--- src/rtl/mux_rr_arbiter_pkg.sv ---
// Shared constants for the round-robin mux arbiter: requester count, select width,
// default hold limit and FSM state encoding.
package mux_arb_pkg;
    localparam int NREQ         = 8;
    localparam int SEL_W        = 3;
    localparam int MAX_HOLD_DEF = 4;
    localparam int CNT_W_DEF    = 4;

    localparam logic [0:0] ST_IDLE  = 1'b0;
    localparam logic [0:0] ST_GRANT = 1'b1;

    function automatic logic [NREQ-1:0] onehot(input logic [SEL_W-1:0] idx);
        onehot = NREQ'(1) << idx;
    endfunction
endpackage

--- src/rtl/mux_rr_arbiter_if.sv ---
// Requester-side bundle of the arbiter: requests, data bits, lock, and the
// registered grant/select/valid plus forwarded data bit.
interface mux_rr_arbiter_if;
    import mux_arb_pkg::*;

    logic [NREQ-1:0]  req;
    logic [NREQ-1:0]  din;
    logic             lock;
    logic [NREQ-1:0]  gnt;
    logic [SEL_W-1:0] sel;
    logic             valid;
    logic             dout;

    modport master (output req, din, lock, input gnt, sel, valid, dout);
    modport slave  (input req, din, lock, output gnt, sel, valid, dout);
endinterface

--- src/rtl/mux8x1.sv ---
// Single-bit 8:1 mux cell driven by the arbiter's select lines.
module mux8x1 (
    input  logic [7:0] d,
    input  logic [2:0] s,
    output logic       y
);
    logic [3:0] lvl1;
    logic [1:0] lvl2;

    assign lvl1[0] = s[0] ? d[1] : d[0];
    assign lvl1[1] = s[0] ? d[3] : d[2];
    assign lvl1[2] = s[0] ? d[5] : d[4];
    assign lvl1[3] = s[0] ? d[7] : d[6];
    assign lvl2[0] = s[1] ? lvl1[1] : lvl1[0];
    assign lvl2[1] = s[1] ? lvl1[3] : lvl1[2];
    assign y       = s[2] ? lvl2[1] : lvl2[0];
endmodule

--- src/rtl/mux_rr_arbiter_rr_pick8.sv ---
// Combinational round-robin picker: first set request at or above ptr, wrapping.
module rr_pick8
    import mux_arb_pkg::*;
(
    input  logic [NREQ-1:0]  req,
    input  logic [SEL_W-1:0] ptr,
    output logic             found,
    output logic [SEL_W-1:0] winner
);
    logic [NREQ-1:0]  rot;
    logic [SEL_W-1:0] offs;

    // Rotate so ptr lands at bit 0, take the lowest set bit, then rotate back.
    always_comb begin
        rot   = NREQ'({req, req} >> ptr);
        offs  = '0;
        found = |rot;
        for (int i = NREQ - 1; i >= 0; i--) begin
            if (rot[i]) offs = SEL_W'(i);
        end
        winner = ptr + offs;
    end
endmodule

--- src/rtl/mux_rr_arbiter.sv ---
// Round-robin arbiter sharing one 8:1 single-bit mux between 8 requesters.
// Optional macro MUX_ARB_LOCK_EN: lock suppresses the MAX_HOLD expiry of a grant.
module mux_rr_arbiter
    import mux_arb_pkg::*;
#(
    parameter int MAX_HOLD = MAX_HOLD_DEF,
    parameter int CNT_W    = CNT_W_DEF
) (
    input  logic              clk,
    input  logic              rst_n,
    mux_rr_arbiter_if.slave   bus
);
    localparam logic [CNT_W-1:0] HOLD_LAST = CNT_W'(MAX_HOLD - 1);

    logic [0:0]       state_q, state_d;
    logic [SEL_W-1:0] ptr_q,   ptr_d;
    logic [CNT_W-1:0] cnt_q,   cnt_d;
    logic [NREQ-1:0]  gnt_q,   gnt_d;
    logic [SEL_W-1:0] sel_q,   sel_d;
    logic             valid_q, valid_d;

    logic             hold_last;
    logic             expire;
    logic             rel_now;
    logic [SEL_W-1:0] pick_ptr;
    logic             pick_found;
    logic [SEL_W-1:0] pick_win;
    logic             mux_y;

    assign hold_last = (cnt_q == HOLD_LAST);

`ifdef MUX_ARB_LOCK_EN
    assign expire = hold_last && !bus.lock;
`else
    logic unused_lock;
    assign unused_lock = bus.lock;
    assign expire      = hold_last;
`endif

    assign rel_now  = (state_q == ST_GRANT) && (!bus.req[sel_q] || expire);
    // In GRANT the picker only matters on a release edge, where the new ptr is sel+1.
    assign pick_ptr = (state_q == ST_GRANT) ? sel_q + SEL_W'(1) : ptr_q;

    rr_pick8 u_pick (
        .req    (bus.req),
        .ptr    (pick_ptr),
        .found  (pick_found),
        .winner (pick_win)
    );

    always_comb begin
        state_d = state_q;
        ptr_d   = ptr_q;
        cnt_d   = cnt_q;
        gnt_d   = gnt_q;
        sel_d   = sel_q;
        valid_d = valid_q;

        case (state_q)
            ST_IDLE: begin
                gnt_d   = '0;
                valid_d = 1'b0;
                if (pick_found) begin
                    gnt_d   = onehot(pick_win);
                    sel_d   = pick_win;
                    valid_d = 1'b1;
                    cnt_d   = '0;
                    state_d = ST_GRANT;
                end
            end
            ST_GRANT: begin
                if (rel_now) begin
                    ptr_d = sel_q + SEL_W'(1);
                    if (pick_found) begin
                        gnt_d   = onehot(pick_win);
                        sel_d   = pick_win;
                        valid_d = 1'b1;
                        cnt_d   = '0;
                    end else begin
                        gnt_d   = '0;
                        valid_d = 1'b0;
                        state_d = ST_IDLE;
                    end
                end else if (!hold_last) begin
                    // A locked grant sits at HOLD_LAST until lock drops.
                    cnt_d = cnt_q + CNT_W'(1);
                end
            end
            default: begin
                state_d = ST_IDLE;
                gnt_d   = '0;
                valid_d = 1'b0;
            end
        endcase
    end

    always_ff @(posedge clk) begin
        if (!rst_n) begin
            state_q <= ST_IDLE;
            ptr_q   <= '0;
            cnt_q   <= '0;
            gnt_q   <= '0;
            sel_q   <= '0;
            valid_q <= 1'b0;
        end else begin
            state_q <= state_d;
            ptr_q   <= ptr_d;
            cnt_q   <= cnt_d;
            gnt_q   <= gnt_d;
            sel_q   <= sel_d;
            valid_q <= valid_d;
        end
    end

    mux8x1 u_mux (
        .d (bus.din),
        .s (sel_q),
        .y (mux_y)
    );

    assign bus.gnt   = gnt_q;
    assign bus.sel   = sel_q;
    assign bus.valid = valid_q;
    assign bus.dout  = valid_q & mux_y;
endmodule

--- src/flat_wrapper.sv ---
// flat-port wrapper written by rule: the top's interface ports become plain ports
module mux_rr_arbiter_flat import mux_arb_pkg::*;
#(
    parameter int MAX_HOLD = MAX_HOLD_DEF,
    parameter int CNT_W    = CNT_W_DEF
)
  (clk, rst_n, bus_req, bus_din, bus_lock, bus_gnt, bus_sel, bus_valid, bus_dout);
  mux_rr_arbiter_if bus_i ();
  input  logic clk;
  input  logic rst_n;
  input wire logic [$bits(bus_i.req)-1:0] bus_req;
  input wire logic [$bits(bus_i.din)-1:0] bus_din;
  input wire logic [$bits(bus_i.lock)-1:0] bus_lock;
  output wire logic [$bits(bus_i.gnt)-1:0] bus_gnt;
  output wire logic [$bits(bus_i.sel)-1:0] bus_sel;
  output wire logic [$bits(bus_i.valid)-1:0] bus_valid;
  output wire logic [$bits(bus_i.dout)-1:0] bus_dout;
  assign bus_i.req = bus_req;
  assign bus_i.din = bus_din;
  assign bus_i.lock = bus_lock;
  assign bus_gnt = bus_i.gnt;
  assign bus_sel = bus_i.sel;
  assign bus_valid = bus_i.valid;
  assign bus_dout = bus_i.dout;
  mux_rr_arbiter #(.MAX_HOLD(MAX_HOLD), .CNT_W(CNT_W)) u_core (.clk(clk), .rst_n(rst_n), .bus(bus_i));
endmodule
--- config.mk ---
export PLATFORM = sky130hd
export DESIGN_NAME = mux_rr_arbiter_flat
export DESIGN_NICKNAME = d
export VERILOG_FILES = /design/src/rtl/mux_rr_arbiter_pkg.sv /design/src/rtl/mux_rr_arbiter_if.sv /design/src/rtl/mux8x1.sv /design/src/rtl/mux_rr_arbiter_rr_pick8.sv /design/src/rtl/mux_rr_arbiter.sv /design/src/flat_wrapper.sv
export SDC_FILE = /design/constraint.sdc
export NUM_CORES = 1
export LEC_CHECK = 0
export ABC_AREA = 1
export ABC_CLOCK_PERIOD_IN_PS = 5980
export CAP_MARGIN = 25
export CELL_PAD_IN_SITES_DETAIL_PLACEMENT = 0
export CELL_PAD_IN_SITES_GLOBAL_PLACEMENT = 1
export CORE_AREA = 2 2 72 88
export CTS_CLUSTER_DIAMETER = 100
export DETAILED_ROUTE_END_ITERATION = 6
export DIE_AREA = 0 0 74 90
export GPL_ROUTABILITY_DRIVEN = 0
export GPL_TIMING_DRIVEN = 0
export PLACE_DENSITY_LB_ADDON = 0.1
export SETUP_SLACK_MARGIN = 0.15
export SYNTH_ARGS = -nofsm -noshare
export SYNTH_HDL_FRONTEND = slang
export SYNTH_SLANG_ARGS = --single-unit
--- constraint.sdc ---
create_clock -name clk -period 5.98 [get_ports clk]
set_clock_uncertainty 0.15 [all_clocks]
set_input_delay 1.196 -clock clk [delete_from_list [all_inputs] [get_ports clk]]
set_output_delay 1.196 -clock clk [all_outputs]
set_load 0.05 [all_outputs]
### Word level (Yosys, flattened, before mapping)

Index checks and enable logic that the tools add are counted.
W data, S select, Z words.

| word-level totals | value |
|---|---|
| word-level logic and storage cells | 55 |
| input port bits | 19 |
| register bits after elaboration | 20 |
| output and inout bits | 13 |

| operators by class | value |
|---|---|
| shifts and indexed selects | 2 |
| bitwise operators | 2 |
| reductions and logical operators | 5 |
| mux-type cells | 33 |
| $lt $le $gt $ge | 1 |
| equal/unequal tests | 3 |
| add/sub/neg operators | 3 |

Operator list:

| operator | count |
|---|---|
| $mux W3 | 11 |
| $mux W8 | 2 |
| $pmux W8 S2 | 1 |
| $shr A16 B3 Y8 | 1 |
| $mux W4 | 3 |
| $mux W1 | 11 |
| $pmux W4 S2 | 1 |
| $reduce_or A8 Y1 | 1 |
| $shl A1 B3 Y8 const A | 1 |
| $pmux W3 S2 | 1 |
| $add A4 B1 Y4 const B | 1 |
| $eq A4 B2 Y1 const B | 1 |
| $lt A3 B4 Y1 const B | 1 |
| $pmux W1 S2 | 2 |
| $add A3 B1 Y3 const B | 1 |
| $add A3 B3 Y3 | 1 |
| $bmux W1 S3 | 1 |
| $ne A3 B3 Y1 const B | 1 |
| $ne A2 B2 Y1 const B | 1 |
| $reduce_and A2 Y1 | 1 |
| $and A1 B1 Y1 | 1 |
| $logic_and A1 B1 Y1 | 1 |
| $logic_not A1 Y1 | 1 |
| $logic_or A1 B1 Y1 | 1 |
| $not A1 Y1 | 1 |

### Depth between registers and ports, before layout

Gate-level depths: netlist of the first run.

| depth | value |
|---|---|
| word-level depth | 16 |
| depth in mapped cells | 23 |
| mapped depth without buffers | 22 |

### Modules after synthesis

A second synthesis of the first run with hierarchy kept.

| second synthesis, totals | value |
|---|---|
| cell total of the unflattened synthesis | 287 |
| area, all modules | 1769.2 sq um |

By module, submodules not included:

| module | area an instance (sq um) | instances | cells each | seq. area each (sq um) |
|---|---|---|---|---|
| mux_rr_arbiter | 1059.8 | 1 | 163 | 400.4 |
| rr_pick8 | 599.3 | 1 | 96 | 0.0 |
| mux8x1 | 110.1 | 1 | 28 | 0.0 |

### Worst setup path before layout of the first run

Ideal clock, no wire load.

| path | value |
|---|---|
| path type | input -> output |
| from | input port bus_din[6] |
| to | output port bus_dout |
| setup slack | 2.303 ns |
| required time | 4.634 ns |
| path buffers | 0 |
| stages | 4 |
| data arrival time | 2.331 ns |
| cells stage by stage | o21ai_0 > o22ai_1 > o21ai_0 > a31oi_1 |

| between the ends | value |
|---|---|
| word-level cells in the longest chain between the ends | 4 |

Ends and longest elaborated chain:

| item | line | source |
|---|---|---|
| start: declaration | flat_wrapper.sv:12 | `input wire logic [$bits(bus_i.din)-1:0] bus_din;` |
| $mux W1 | mux8x1.sv:13 | `assign lvl1[3] = s[0] ? d[7] : d[6];` |
| $mux W1 | mux8x1.sv:15 | `assign lvl2[1] = s[1] ? lvl1[3] : lvl1[2];` |
| $mux W1 | mux8x1.sv:16 | `assign y = s[2] ? lvl2[1] : lvl2[0];` |
| $and A1 B1 Y1 | mux_rr_arbiter.sv:124 | `assign bus.dout = valid_q & mux_y;` |
| end: declaration | flat_wrapper.sv:17 | `output wire logic [$bits(bus_i.dout)-1:0] bus_dout;` |

No other way between the ends.

### Final worst setup path of the first run

Same ends and word-level chain as after synthesis.

==> impl_metrics.toml, run 1 <==
[die]
coreArea_um2 = 5860
top_level_ports = 32
die_y_um = 90
start_util_pct = 28.9
dieArea_um2 = 6660
row_count = 31
die_w_um = 74

[global_route]
grt_usage_pct = 17.0
grt_max_degree = 13
grt_pass1_wl_um = 9110
grt_pass1_vias = 2036
gr-total-overflow = 0
antenna_found_initial = 0

[synthesis]
synthTopCellsByArea = "dfxtp_1 (24%), nand3_1 (18%), nand2_1 (16%)"
synth_top_area_share_pct = 23.7
syn-num-nets = 311
ys_types = 33
synth-seq-area-share_pct = 23.7
synth_compound_area_share_pct = 14.6
synthMuxAreaShare_pct = 0
yosys.area_share.simple_pct = 47.4
synth_edf_count = 0
synth_largest_area_cell = "dfxtp_1"
synthXorXnorAreaFrac_pct = 0.518
synth_flop_cell = "dfxtp_1"
ys_async_sr_fraction_pct = 0
syn_area_per_cell_um2 = 5.87
synth_fa_ha_area_share_pct = 3.40
synthCells = 288
yosys_warnings = 0
synth_top_family_by_area = "simple AND/OR/NAND/NOR gates"
ys_ff_latch = 20
netlist_area_um2 = 1690

[route]
routedWlPerCell_um = 13.1
drtAntennaViolNets = 0
drc = 0
dr.pass1.iters = 4
vias = 1958
drtIter0Drc = 77
wl_um = 5300
drt-vias-per-instance = 4.83

[clock_tree]
htree_levels = 1
cts_tree = "built"
cts_resized = 0
cts_inserted_buffers = 3
hold_buffers = 0
clock_path_buffers = 2
clk_pin_slew_ps = 70
clock_sinks = 20
post_cts_buffers = 0
clockRootBuffer = "clkbuf_8"
worstSkewPairLatency_ps = 260

[timing]
fin_crit_ps = 4290
setup_viol = 0
fmax_mhz = 233
finalHoldViolations = 0
finalCritPeriodShare_pct = 71.7
maxSlewViolCount = 0
tns_ps = 0
rsz0062_at_grt = "no"
worstMarginPinSlew_ps = 751
slew_headroom_pct = 49.3

[pwr]
p_leak_nw = 0.953
clock_power_share_pct = 11.7
ir_worst_vdd_uv = 303
power.density_nw_per_um2 = 529
cellInternalPower_uw = 532
power_mw = 1.15
switching_share_pct = 53.6
p_sw_uw = 615
seq_power_share_pct = 16.9
p_comb_share_pct = 71.4

[hold_path]
hold_path_class = "reg -> reg"

[outcome]
status = "completed"

[run]
maxCapViolations = 0

[worst_setup_path]
crit_required_ps = 4630
crit_fanout = 1
worstPathArrival_ps = 2940
crit_type = "in -> out"
critPathCaptureType = "primary output"
start_kind = "input pin"

[cells_and_area]
n_antenna_cell = 0
area_growth_pct = 28.3
drive_gt1_share_pct = 7.12
layout_commonest_cell = "nand2_1"
nNetsFinal = 347
nFillCells = 675
final_cell_mix = "nand2_1 (72), nand3_1 (62), inv_1 (30), clkdlybuf4s50_1 (30), nor2_1 (29)"

[placement]
place_hpwl_um = 4310
io_buffers = 30
## kinds of logic (layout without fill, tap and decap cells)
kind of cell             Yosys count  after routing
AO/OA/AOI/OAI                     43             43
buffers and inverters             41             76
adder cells (fa/ha/maj)            4              4
XOR/XNOR                           1              1
AND/OR/NAND/NOR                  179            179
flip-flops                        20             20
## registers in the layout, indices dropped and copies added (netlist names)
| name | flops |
|---|---|
| u_core.bus.valid | 1 |
| u_core.ptr_q | 3 |
| u_core.cnt_q | 4 |
| u_core.state_q | 1 |
| u_core.bus.sel | 3 |
| u_core.bus.gnt | 8 |
## critical path, cell delays in order
cell,delay (ps)
clkdlybuf4s50_1,450
o21ai_0,60
o22ai_1,170
o21ai_0,90
a31oi_1,150
clkdlybuf4s50_1,820
## cells in the mapped netlist, drive strengths merged (3+ instances only)
library cell / n
o21ai: 15
nand4: 3
nand2: 78
nor2: 31
inv: 31
a21oi: 16
dfxtp: 20
nand3: 62
o21a: 3
buf: 8
ha: 3
nor3: 3
## power groups by stage
stage	Clock [mW]	Sequential (mW)	Combinational, mW
2_1_floorplan	0	0.278	0.521
3_3_place_gp	0	0.197	0.820
3_5_place_dp	0	0.198	0.819
4_1_cts	0.139	0.195	0.823
5_1_grt	0.144	0.199	0.930
6_report	0.134	0.194	0.819
## path summary, 6_finish.rpt
kind                      from                 to  slack [ps]  cells after the start
max                 bus_din[6]           bus_dout        1690                      6
min            u_core.ptr_q[2]    u_core.ptr_q[2]         310                      2
max reg2reg  u_core.bus.sel[1]  u_core.bus.sel[2]        2290                     21
min reg2reg    u_core.ptr_q[2]    u_core.ptr_q[2]         310                      2
## cell type report
type	count	area [um2]	share of cell area, %
well taps	82	103	4.73
flip-flops and latches	20	400	18.5
repair buffers	31	304	14.0
clock inverters	1	30.0	1.38
inverters	31	116	5.36
clock buffers	3	41.3	1.90
multi-input cells	227	1120	51.4
plain buffers	10	58.8	2.71
## metrics by stage
stage               area, um2  hold slack [ps]  utilization [%]  std cells  setup WS (ps)
finish                   2170              313             37.0        405           1690
global route             2170              349             37.0        405           1540
CTS                      2170              315             37.0        405           1680
detailed placement       2100              301             35.8        401           1610
global placement         2090              301             35.8        400           1630
floorplan                1690              285                -        288           2300
## routing by layer
metal / part of all wire [%] / track usage (%) / vias to the layer above
met2: 52 / 30.3 / 31
met1: 43 / 20.4 / 888
met4: 3.4 / 7.12 / 0
met5: 0 / 0 / -
li1: - / - / 1027
met3: 1.9 / 1.01 / 12
Power figures use the tool's default switching activity.
==> run 2, diff against run 1 <==
- ABC_CLOCK_PERIOD_IN_PS: 5980 -> 4340
- clock period: 5.98 -> 4.34 ns (I/O delays scaled with it)
==> results of run 2 <==
Same layout as run 1 (identical final DEF). Status: completed.
Among the figures that moved: setup slack after placement 1610 ps -> 297 ps; setup slack after layout 1690 ps -> 544 ps; start point of the critical path bus_din[6] -> bus_req[0]; end point of the critical path bus_dout -> u_core.bus.sel[2]; register-to-register setup slack 2290 ps -> 650 ps; total power 1.15 mW -> 1.58 mW; worst IR drop on VDD 303 uV -> 417 uV
==> run 3, diff against run 2 <==
- ABC_CLOCK_PERIOD_IN_PS: 4340 -> 3000
- clock period: 4.34 -> 3 ns (I/O delays scaled with it)
==> run 3 against run 2 <==
The run now ends with setup timing left. Combinational power grew 100%. Die area is the same. Final cell count grew 6.7%. Critical endpoint unchanged. Register-to-register slack lost 680 ps. Cell area grew 23%. Largest cell class unchanged. Wire length grew 8.3%. Sequential cell count is the same. Critical path type is now reg -> reg. Sequential power grew 46%. Highest routed layer unchanged.
==> impl_metrics.toml, run 3 (synthesis gave the netlist of run 1 again) <==
[timing]
slew_headroom_pct = 35.2
finalHoldViolations = 0
fin_crit_ps = 3030
maxSlewViolCount = 0
worstMarginPinSlew_ps = 959
finalCritPeriodShare_pct = 101
rsz0062_at_grt = "yes"
setup_ws_ps = -28.9
setup_viol = 5
tns_ps = -55.1
fmax_mhz = 330

[placement]
place_hpwl_um = 4270
io_buffers = 30
placed_area_um2 = 2160
dpl.cell_count = 401

[cells_and_area]
stdcell_area_um2 = 2660
layout_commonest_cell = "nand2_1"
n_antenna_cell = 0
drive_gt1_share_pct = 30.9
nFillCells = 639
nNetsFinal = 374
final_cell_mix = "nand2_1 (62), nand3_1 (36), nor2_1 (28)"
stdcell_count = 432
multi_input_area_um2 = 1380
largest_register_ffs = 8
regArea_um2 = 415
area_growth_pct = 57.2

[pwr]
clock_power_share_pct = 6.3
p_comb_share_pct = 79.9
p_sw_mw = 1.47
ir_worst_vdd_uv = 552
cellInternalPower_mw = 1.38
seq_power_share_pct = 13.8
switching_share_pct = 51.6
power.density_nw_per_um2 = 1070
p_leak_nw = 1.16

[worst_setup_path]
reg2regPathDepth = 18
crit_required_ps = 3010
r2r_slack_ps = -30
start_kind = "register"
r2r_start = "u_core.bus.sel[0]"
crit_fanout = 8
reg2reg_to = "u_core.bus.sel[2]"
worstPathArrival_ps = 3040
crit_start = "u_core.bus.sel[0]"
crit_type = "reg -> reg"
critPathCaptureType = "register"

[clock_tree]
clockRootBuffer = "clkbuf_8"
clock_sinks = 20
clock_path_buffers = 2
worstSkewPairLatency_ps = 260
htree_levels = 1
cts_tree = "built"
hold_buffers = 0
cts_inserted_buffers = 3
clk_pin_slew_ps = 70

[global_route]
gr-usage-met1_pct = 20.6
grt_pass1_vias = 2099
grt_pass1_wl_um = 9600
grt_max_degree = 12
grt-busiest-layer = "met2"
grt_util_met3_pct = 1.35
grt_usage_pct = 17.8
antenna_found_initial = 0
gr-total-overflow = 0
grt.met2_usage_pct = 32.5

[route]
drc = 0
vias = 2101
routedWlPerCell_um = 13.3
drtIter0Drc = 95
dr.pass1.iters = 4
drt-vias-per-instance = 4.86
drtAntennaViolNets = 0
wl_um = 5740

[hold_path]
hold-path-cell-count = 2
hold_path_class = "reg -> reg"
hold_start = "u_core.ptr_q[2]"
hold_end = "u_core.ptr_q[2]"

[die]
top_level_ports = 32
die_w_um = 74
row_count = 31
coreArea_um2 = 5860
start_util_pct = 28.9
die_y_um = 90
dieArea_um2 = 6660

[run]
maxCapViolations = 0

[outcome]
status = "finished with violations"
violations = "setup timing"
run 3: worst max path at each step:
stage / to / slack (ps) / cells past startpoint
3_3_place_gp: u_core.bus.sel[2] / -560 / 19
4_1_cts: u_core.bus.sel[2] / -80 / 20
2_1_floorplan: u_core.bus.sel[2] / 90 / 20
6_report: u_core.bus.sel[2] / -30 / 18
5_1_grt: u_core.bus.gnt[4] / -200 / 22
3_5_place_dp: u_core.bus.sel[2] / -520 / 18
run 3: routing by layer:
layer  vias to the layer above  share of wire (%)  wire [um]
met4                         0                2.6        147
met1                       968                 41       2330
met2                        42                 54       3120
met3                        12                2.5        145
met5                         -                  0          0
li1                       1079                  -          -
run 3: critical path, cell delays in order, from the launching register on:
cell and delay [ps]:
dfxtp_4 370, ha_4 300, nand2_4 60, o21ai_4 110, buf_6 170, nand3_2 100, nand3_1 80, nand2_1 70
buf_4 130, nand2_2 80, a21oi_1 50, or2_4 240, fa_2 370, xor2_2 160, inv_1 70, nand3_2 90
nand2_4 110, inv_2 60, o21a_1 150
run 3: final cells by class:
cell class	instances	area share, %
Tap cell	82	3.86
Clock inverter	1	0.141
Multi-Input combinational cell	227	51.8
Clock buffer	3	1.55
Inverter	31	4.80
Sequential cell	20	15.6
Timing Repair Buffer	58	19.0
Buffer	10	3.29
run 3: power by group through the flow:
stage          sequential, mW  clock [mW]  combinational [mW]
2_1_floorplan           0.568           0                1.12
3_3_place_gp            0.406           0                1.73
3_5_place_dp            0.408           0                1.71
4_1_cts                 0.397       0.188                2.05
5_1_grt                 0.405       0.198                2.51
6_report                0.392       0.181                2.28
run 3: what timing repair did:
item                                    CTS  global route
gates cloned                              3             1
resized for setup                        58            25
pin swaps                                26            14
endpoints found under the setup margin   11            11
setup buffers                            16             7
run 3: metrics by stage:
stage               util, %  setup slack (ps)  hold WS, ps  power, mW
floorplan                 -              88.0          285       1.69
global placement       36.9              -556          300       2.13
detailed placement     36.9              -523          304       2.12
CTS                    42.9             -79.1          315       2.64
global route           45.4              -205          341       3.11
finish                 45.4             -28.9          314       2.85
